**src/rtl/cmp_window_stats_if.sv**
```systemverilog
// Sample stream and summary-record handshake for cmp_window_stats.
// The slave modport belongs to the block. The master modport belongs to the comparator side and the record consumer.
interface cmp_window_stats_if #(
   parameter int CNT_W = 4
);
   logic             in_valid;
   logic             in_ready;
   logic             lt;
   logic             eq;
   logic             gt;
   logic             out_valid;
   logic             out_ready;
   logic [CNT_W-1:0] n_lt;
   logic [CNT_W-1:0] n_eq;
   logic [CNT_W-1:0] n_gt;
   logic [CNT_W-1:0] n_bad;
   logic [CNT_W-1:0] max_run;

   modport slave (
      input  in_valid, lt, eq, gt, out_ready,
      output in_ready, out_valid, n_lt, n_eq, n_gt, n_bad, max_run
   );

   modport master (
      output in_valid, lt, eq, gt, out_ready,
      input  in_ready, out_valid, n_lt, n_eq, n_gt, n_bad, max_run
   );
endinterface

```
**src/rtl/cmp_window_stats.sv**
```systemverilog
// Tallies comparator lt/eq/gt results over WIN_LEN-sample windows and emits one summary record per window.
// Define CMP_RUN_TRACK_EN to build longest-run tracking. Without it, max_run is tied to 0.
//
// state | meaning
// ACCUM | accepting samples; a completed window goes straight to the output slot if it is free
// FULL  | completed window parked in the accumulators, waiting for the output slot to drain
module cmp_window_stats #(
   parameter int WIN_LEN = 8,
   parameter int CNT_W   = 4
) (
   input logic                clk,
   input logic                rst,
   cmp_window_stats_if.slave  bus
);
   typedef enum logic {ACCUM, FULL} state_t;

   localparam logic [CNT_W-1:0] WIN_END = CNT_W'(WIN_LEN);

   state_t state, state_nxt;
   logic   accept, legal, win_end, slot_free, load_new, load_old;

   logic [CNT_W-1:0] acc_lt, acc_eq, acc_gt, acc_bad, sample_cnt;
   logic [CNT_W-1:0] nxt_lt, nxt_eq, nxt_gt, nxt_bad, nxt_cnt;
   logic [CNT_W-1:0] out_lt, out_eq, out_gt, out_bad;

   // One-hot iff an odd number of flags is set and not all three are set.
   assign legal  = (bus.lt ^ bus.eq ^ bus.gt) && !(bus.lt && bus.eq && bus.gt);
   assign accept = bus.in_valid && bus.in_ready;

   assign nxt_lt  = acc_lt  + CNT_W'(legal && bus.lt);
   assign nxt_eq  = acc_eq  + CNT_W'(legal && bus.eq);
   assign nxt_gt  = acc_gt  + CNT_W'(legal && bus.gt);
   assign nxt_bad = acc_bad + CNT_W'(!legal);
   assign nxt_cnt = sample_cnt + 1'b1;

   assign win_end   = accept && (nxt_cnt == WIN_END);
   assign slot_free = !bus.out_valid || bus.out_ready;

`ifdef CMP_RUN_TRACK_EN
   logic [1:0]       cls, prev_class, nxt_prev;
   logic [CNT_W-1:0] cur_run, acc_max_run, nxt_run, nxt_max, out_max_run;

   // Class code 0 means "no previous legal result", so an illegal sample breaks any run.
   always_comb begin
      cls      = bus.lt ? 2'd1 : (bus.eq ? 2'd2 : 2'd3);
      nxt_prev = 2'd0;
      nxt_run  = '0;
      if (legal) begin
         nxt_prev = cls;
         if (sample_cnt != '0 && cls == prev_class) nxt_run = cur_run + 1'b1;
         else                                        nxt_run = CNT_W'(1);
      end
      nxt_max = (nxt_run > acc_max_run) ? nxt_run : acc_max_run;
   end

   assign bus.max_run = out_max_run;
`else
   assign bus.max_run = '0;
`endif

   always_ff @(posedge clk) begin
      if (rst) state <= ACCUM;
      else     state <= state_nxt;
   end

   always_comb begin
      state_nxt = state;
      case (state)
         ACCUM: if (win_end && !slot_free)             state_nxt = FULL;
         FULL:  if (bus.out_valid && bus.out_ready)    state_nxt = ACCUM;
         default:                                      state_nxt = ACCUM;
      endcase
   end

   always_comb begin
      bus.in_ready = !rst && (state == ACCUM);
      load_new     = (state == ACCUM) && win_end && slot_free;
      load_old     = (state == FULL) && bus.out_valid && bus.out_ready;
   end

   always_ff @(posedge clk) begin
      if (rst) begin
         bus.out_valid <= 1'b0;
         {out_lt, out_eq, out_gt, out_bad}         <= '0;
         {acc_lt, acc_eq, acc_gt, acc_bad}         <= '0;
         sample_cnt                                <= '0;
`ifdef CMP_RUN_TRACK_EN
         {cur_run, acc_max_run, out_max_run}       <= '0;
         prev_class                                <= 2'd0;
`endif
      end else begin
         bus.out_valid <= load_new || load_old || (bus.out_valid && !bus.out_ready);
         if (load_new) begin
            {out_lt, out_eq, out_gt, out_bad} <= {nxt_lt, nxt_eq, nxt_gt, nxt_bad};
`ifdef CMP_RUN_TRACK_EN
            out_max_run <= nxt_max;
`endif
         end else if (load_old) begin
            {out_lt, out_eq, out_gt, out_bad} <= {acc_lt, acc_eq, acc_gt, acc_bad};
`ifdef CMP_RUN_TRACK_EN
            out_max_run <= acc_max_run;
`endif
         end
         if (load_new || load_old) begin
            {acc_lt, acc_eq, acc_gt, acc_bad} <= '0;
            sample_cnt                        <= '0;
`ifdef CMP_RUN_TRACK_EN
            {cur_run, acc_max_run}            <= '0;
            prev_class                        <= 2'd0;
`endif
         end else if (accept) begin
            {acc_lt, acc_eq, acc_gt, acc_bad} <= {nxt_lt, nxt_eq, nxt_gt, nxt_bad};
            sample_cnt                        <= nxt_cnt;
`ifdef CMP_RUN_TRACK_EN
            cur_run     <= nxt_run;
            acc_max_run <= nxt_max;
            prev_class  <= nxt_prev;
`endif
         end
      end
   end

   assign bus.n_lt  = out_lt;
   assign bus.n_eq  = out_eq;
   assign bus.n_gt  = out_gt;
   assign bus.n_bad = out_bad;
endmodule

```
**src/flat_wrapper.sv**
```systemverilog
// flat-port wrapper written by rule: the top's interface ports become plain ports
module cmp_window_stats_flat 
#(
   parameter int WIN_LEN = 8,
   parameter int CNT_W   = 4
)
  (clk, rst, bus_in_valid, bus_lt, bus_eq, bus_gt, bus_out_ready, bus_in_ready, bus_out_valid, bus_n_lt, bus_n_eq, bus_n_gt, bus_n_bad, bus_max_run);
  cmp_window_stats_if #(.CNT_W(CNT_W)) bus_i ();
  input logic clk;
  input logic rst;
  input wire logic [$bits(bus_i.in_valid)-1:0] bus_in_valid;
  input wire logic [$bits(bus_i.lt)-1:0] bus_lt;
  input wire logic [$bits(bus_i.eq)-1:0] bus_eq;
  input wire logic [$bits(bus_i.gt)-1:0] bus_gt;
  input wire logic [$bits(bus_i.out_ready)-1:0] bus_out_ready;
  output wire logic [$bits(bus_i.in_ready)-1:0] bus_in_ready;
  output wire logic [$bits(bus_i.out_valid)-1:0] bus_out_valid;
  output wire logic [$bits(bus_i.n_lt)-1:0] bus_n_lt;
  output wire logic [$bits(bus_i.n_eq)-1:0] bus_n_eq;
  output wire logic [$bits(bus_i.n_gt)-1:0] bus_n_gt;
  output wire logic [$bits(bus_i.n_bad)-1:0] bus_n_bad;
  output wire logic [$bits(bus_i.max_run)-1:0] bus_max_run;
  assign bus_i.in_valid = bus_in_valid;
  assign bus_i.lt = bus_lt;
  assign bus_i.eq = bus_eq;
  assign bus_i.gt = bus_gt;
  assign bus_i.out_ready = bus_out_ready;
  assign bus_in_ready = bus_i.in_ready;
  assign bus_out_valid = bus_i.out_valid;
  assign bus_n_lt = bus_i.n_lt;
  assign bus_n_eq = bus_i.n_eq;
  assign bus_n_gt = bus_i.n_gt;
  assign bus_n_bad = bus_i.n_bad;
  assign bus_max_run = bus_i.max_run;
  cmp_window_stats #(.WIN_LEN(WIN_LEN), .CNT_W(CNT_W)) u_core (.clk(clk), .rst(rst), .bus(bus_i));
endmodule
```
**config.mk**
```make
export PLATFORM = sky130hd
export DESIGN_NAME = cmp_window_stats_flat
export DESIGN_NICKNAME = d
export VERILOG_FILES = /design/src/rtl/cmp_window_stats_if.sv /design/src/rtl/cmp_window_stats.sv /design/src/flat_wrapper.sv
export SDC_FILE = /design/constraint.sdc
export NUM_CORES = 1
export LEC_CHECK = 0
export BUFFER_PORTS_ARGS = -buffer_cell sky130_fd_sc_hd__buf_2
export CAP_MARGIN = 20
export CORE_MARGIN = 5
export CORE_UTILIZATION = 35
export DETAILED_ROUTE_END_ITERATION = 10
export GPL_ROUTABILITY_DRIVEN = 0
export PLACE_DENSITY_LB_ADDON = 0.1
export SYNTH_ARGS = -nofsm -noshare
export SYNTH_HDL_FRONTEND = slang
export SYNTH_SLANG_ARGS = --single-unit
```
**constraint.sdc**
```tcl
create_clock -name clk -period 2.77 [get_ports clk]
set_clock_uncertainty 0.05 [all_clocks]
set_input_delay 0.1385 -clock clk [delete_from_list [all_inputs] [get_ports clk]]
set_output_delay 0.1385 -clock clk [all_outputs]
set_load 0.02 [all_outputs]
```
# [Word level (Yosys, flattened, before mapping)]
# Index checks and enable logic that the tools add are counted.
# W data, S select, Z words.
[totals] ff_bits=38 word_cells=58 out_inout_bits=22
[classes] n_reduce_logical=27 n_eq_ne=1 bitwise_logic=3 mux=11 add_sub_neg=5
[ops] cell="$mux W4" n=8
[ops] cell="$add A4 B1 Y4" n=4
[ops] cell="$logic_and A1 B1 Y1" n=16
[ops] cell="$logic_not A1 Y1" n=6
[ops] cell="$add A4 B1 Y4 const B" n=1
[ops] cell="$eq A4 B4 Y1 const B" n=1
[ops] cell="$logic_or A1 B1 Y1" n=3
[ops] cell="$mux W1" n=2
[ops] cell="$pmux W1 S2" n=1
[ops] cell="$reduce_bool A2 Y1" n=1
[ops] cell="$reduce_or A2 Y1" n=1
[ops] cell="$xor A1 B1 Y1" n=2
[ops] cell="$not A1 Y1" n=1

# [Depth between registers and ports, before layout]
[logic_depth] word_depth=8 mapped_depth=9 mapped_depth_nobuf=9

# [Worst setup path after synthesis]
# Ideal clock, no wire load.
[synth_timing] path_type="reg2reg" startpoint="register u_core.sample_cnt[0]" endpoint="register u_core.acc_bad[0]" n_path_buf=2 required_time_ns=2.654 arrival_time_ns=1.670 period_less_slack_ns=1.786 path_stages_with_launch=9 path_slack_ns=0.984 cell_sequence="dfxtp_1 -> ha_1 -> xor2_1 -> nor2_2 -> and3_1 -> buf_6 -> or3_4 -> buf_6 -> a21oi_2"
[synth_between] elab_chain_len=7
[synth_rtl] item="from (decl)" line="cmp_window_stats.sv:22" rtl="logic [CNT_W-1:0] acc_lt, acc_eq, acc_gt, acc_bad, sample_cnt;"
[synth_rtl] item="from (signal assigned)" line="cmp_window_stats.sv:113" rtl="sample_cnt <= nxt_cnt;"
[synth_rtl] item="$add A4 B1 Y4" line="cmp_window_stats.sv:34" rtl="assign nxt_cnt = sample_cnt + 1'b1;"
[synth_rtl] item="$eq A4 B4 Y1" line="cmp_window_stats.sv:36" rtl="assign win_end = accept && (nxt_cnt == WIN_END);"
[synth_rtl] item="$logic_and A1 B1 Y1" line="cmp_window_stats.sv:36"
[synth_rtl] item="$logic_and A1 B1 Y1 (2 in series)" line="cmp_window_stats.sv:77" rtl="load_new = (state == ACCUM) && win_end && slot_free;"
[synth_rtl] item="$logic_or A1 B1 Y1" line="cmp_window_stats.sv:104" rtl="if (load_new || load_old) begin"
[synth_rtl] item="$reduce_or A2 Y1 (no source line)"
[synth_rtl] item="to (signal assigned)" line="cmp_window_stats.sv:112" rtl="{acc_lt, acc_eq, acc_gt, acc_bad} <= {nxt_lt, nxt_eq, nxt_gt, nxt_bad};"
[synth_rtl] item="to (decl)" line="cmp_window_stats.sv:22"
# Every way passes these cells.
# A chain may end at the register's enable or synchronous reset.

# [Worst setup path in the final report]
[layout_timing] startpoint="register u_core.state" endpoint="register u_core.out_bad[1] (netlist: u_core.bus.n_bad[1])"
[layout_between] elab_chain_len=7 elab_cells_between_ends=10 classes_between="mux (1); bitwise (1); reduce/logical (8)"
[layout_rtl] item="from (decl)" line="cmp_window_stats.sv:19" rtl="state_t state, state_nxt;"
[layout_rtl] item="from (signal assigned)" line="cmp_window_stats.sv:63" rtl="else state <= state_nxt;"
[layout_rtl] item="$not A1 Y1" line="cmp_window_stats.sv:76, cmp_window_stats.sv:77"
[layout_rtl] item="$logic_and A1 B1 Y1" line="cmp_window_stats.sv:76" rtl="bus.in_ready = !rst && (state == ACCUM);"
[layout_rtl] item="$logic_and A1 B1 Y1" line="cmp_window_stats.sv:28" rtl="assign accept = bus.in_valid && bus.in_ready;"
[layout_rtl] item="$logic_and A1 B1 Y1" line="cmp_window_stats.sv:36"
[layout_rtl] item="$logic_and A1 B1 Y1 (2 in series)" line="cmp_window_stats.sv:77"
[layout_rtl] item="$mux W4 / $reduce_bool A2 Y1 (equally long branches)"
[layout_rtl] item="to (signal assigned)" line="cmp_window_stats.sv:94" rtl="{out_lt, out_eq, out_gt, out_bad} <= {nxt_lt, nxt_eq, nxt_gt, nxt_bad};"
[layout_rtl] item="to (signal assigned)" line="cmp_window_stats.sv:99" rtl="{out_lt, out_eq, out_gt, out_bad} <= {acc_lt, acc_eq, acc_gt, acc_bad};"
[layout_rtl] item="to (decl)" line="cmp_window_stats.sv:24" rtl="logic [CNT_W-1:0] out_lt, out_eq, out_gt, out_bad;"
# Parallel ways exist; a longest one is shown, timed or not.

==> flow_summary.yaml <==
global_routing:
  antenna_found_initial: 0
  grt_usage_pct: 13.1
  grt_pass1_vias: 1511
  grt_pass1_wl_um: 7430
  overflow: 0
  grt_max_degree: 26
sta:
  setup_violations: 0
  hold_viol: 0
  period_share_pct: 72.9
  slew_headroom_pct: 50.8
  fmax_ghz: 0.495
  maxSlewViolCount: 0
  fin_setup_tns_ns: 0
  tightestPinTransition_ns: 0.738
  fin_crit_ns: 2.02
  rsz0062_at_grt: "no"
floorplanning:
  die_area_um2: 7060
  die_y_um: 84.0
  core-area_um2: 5410
  row_count: 27
  pin_count: 29
  chipWidth_um: 84.0
  start_util_pct: 35.5
critical_path:
  critPathMaxStageDelay_ns: 0.46
  slowest_stage: "nand3_2"
  end_kind: "flop"
  reg2reg_slack_ns: 0.75
  rr_endpoint: "u_core.bus.n_bad[1]"
  r2r_cells: 4
  start_kind: "flop"
  worstPathRequired_ns: 2.91
  worstPathMaxFanout: 25
  worstReg2RegStart: "u_core.state"
  crit_arrival_ns: 2.16
  crit_chain: "or3b_1, nor2_2, nand3_2, a311oi_1"
  crit_type: "reg2reg"
drt:
  first_pass_iters: 4
  via_per_inst: 4.77
  wl_per_cell_um: 13.0
  drcViolationCount: 0
  via_count: 1565
  drt_iter0_drc: 74
  drtAntennaViolNets: 0
  wl_um: 4270
cts:
  ctsResizeCount: 0
  clock_sinks: 38
  cts-root-buf: "clkbuf_8"
  cts_htree_levels: 2
  clock_path_buffers: 2
  cts_setup_buffers: 0
  clk_pin_slew_ns: 0.07
  numCtsBuffers: 5
  cts_hold_buf: 0
  clk_latency_ns: 0.29
  cts_tree: "done"
layout:
  layout-drive-gt1-share_pct: 19.1
  n_antenna_cell: 0
  area_delta_synth_final_pct: 13.3
  fin_area_um2: 2170
  layout_common_cells: "47 x nand2_1, 38 x dfxtp_1, 28 x nor2_1"
  nets: 273
  fillers: 571
  final_common_cell: "nand2_1"
hold_path:
  min-delay-start: "bus_out_ready"
  hp-class: "in2reg"
  hold_path_depth: 2
  hold_path_end: "u_core.state"
yosys:
  synthesis.area_um2: 1920
  yosysWarnings: 0
  ys_ff_latch: 38
  ys_seq_area_share_pct: 39.7
  synth-main-ff-cell: "dfxtp_1"
  ys_async_sr_fraction_pct: 0
  ys_types: 29
  syn_inst: 234
  synth_edf_count: 0
  syn_avg_cell_area_um2: 8.19
placed_design:
  hpwlAfterDp_um: 2840
  postPlaceCellArea_um2: 2060
  port_buffers: 24
status:
  outcome: "completed"
power:
  ir_drop_v: 0.000186
  power_uw: 1070
  power_density_nw_per_um2: 491
  power.leakage_uw: 0.000888
job:
  drv_cap: 0
worst max-delay path: cells and delay by family (launching register included):
family,cells,cell delay (ns)
and+or+nand+nor,3,1.07
DFF,1,0.37
AOI/OAI and AO/OA,1,0.43
state kept, by name (all words and copies together) (netlist names):
register	cells
u_core.bus.n_bad	4
u_core.bus.n_eq	4
u_core.acc_eq	4
u_core.acc_bad	4
u_core.sample_cnt	4
u_core.bus.out_valid	1
u_core.acc_lt	4
u_core.acc_gt	4
u_core.state	1
u_core.bus.n_lt	4
u_core.bus.n_gt	4
stage by stage:
step	worst slack (ns)	utilization [%]	hold slack [ns]	cells
6_report	0.751	40.2	0.0271	328
3_3_place_gp	0.744	38.1	0.332	320
3_5_place_dp	0.741	38.1	0.336	320
4_1_cts	0.712	40.2	0.0176	328
5_1_grt	0.529	40.2	0.0357	328
2_1_floorplan	0.984	-	0.192	237
layout make-up:
class / instances / area (um^2) / area share (%)
Clock buffer: 8 / 110 / 5.07
Inverter: 3 / 11.3 / 0.518
Multi-Input combinational cell: 179 / 1050 / 48.3
Sequential cell: 38 / 761 / 35.0
Tap cell: 72 / 90.1 / 4.15
Timing Repair Buffer: 28 / 150 / 6.91
power breakdown:
part	switching [uW]	internal [uW]	total [uW]
registers	5.11	551	556
clock network	194	251	445
logic	43.5	21.7	65.2
cells in the mapped netlist (all sizes together) (2+ instances only):
library cell,number,share of area [%]
xor2,7,3.2
nand3,15,4.2
nor2b,10,3.3
ha,11,7.2
xnor2,6,2.7
a21oi,11,4.6
and3,2,0.65
nand2,47,9.2
nor2,30,6.1
clkbuf,8,1.6
inv,3,0.59
a311oi,8,3.7
dfxtp,38,40
a31oi,8,2.6
buf,9,4.0
a211oi,2,0.78
o21ai,9,2.3
and2,5,1.6
cells by family (layout without fill, tap and decap cells):
| logic type | count (synthesis) | after routing | share of synthesized area [%] |
|---|---|---|---|
| flip-flops | 38 | 38 | 39.7 |
| AND/OR/NAND/NOR | 112 | 112 | 26.4 |
| other | 1 | 4 | 0.196 |
| XOR/XNOR | 13 | 13 | 5.94 |
| AO/OA/AOI/OAI | 39 | 39 | 14.5 |
| adder cells (fa/ha/maj) | 11 | 11 | 7.18 |
| buffers and inverters | 20 | 39 | 6.14 |
worst max path at each step:
stage / start / endpoint / slack (ns) / depth (start not counted)
floorplan: u_core.sample_cnt[0] / u_core.acc_bad[0] / 0.98 / 8
global placement: u_core.state / u_core.bus.n_eq[0] / 0.74 / 4
detailed placement: u_core.state / u_core.bus.n_eq[1] / 0.74 / 4
CTS: u_core.state / u_core.bus.n_eq[1] / 0.71 / 4
global route: u_core.sample_cnt[1] / u_core.bus.n_bad[1] / 0.53 / 5
finish: u_core.state / u_core.bus.n_bad[1] / 0.75 / 4
layer usage:
metal / vias to the layer above / wire (um) / track usage [%]
met5: - / 0 / 0
met4: 0 / 49 / 4.39
met3: 6 / 188 / 3.75
met2: 27 / 1970 / 21.1
met1: 706 / 2060 / 16.7
li1: 826 / - / -
Note: power is estimated with default switching activity, not from simulation.
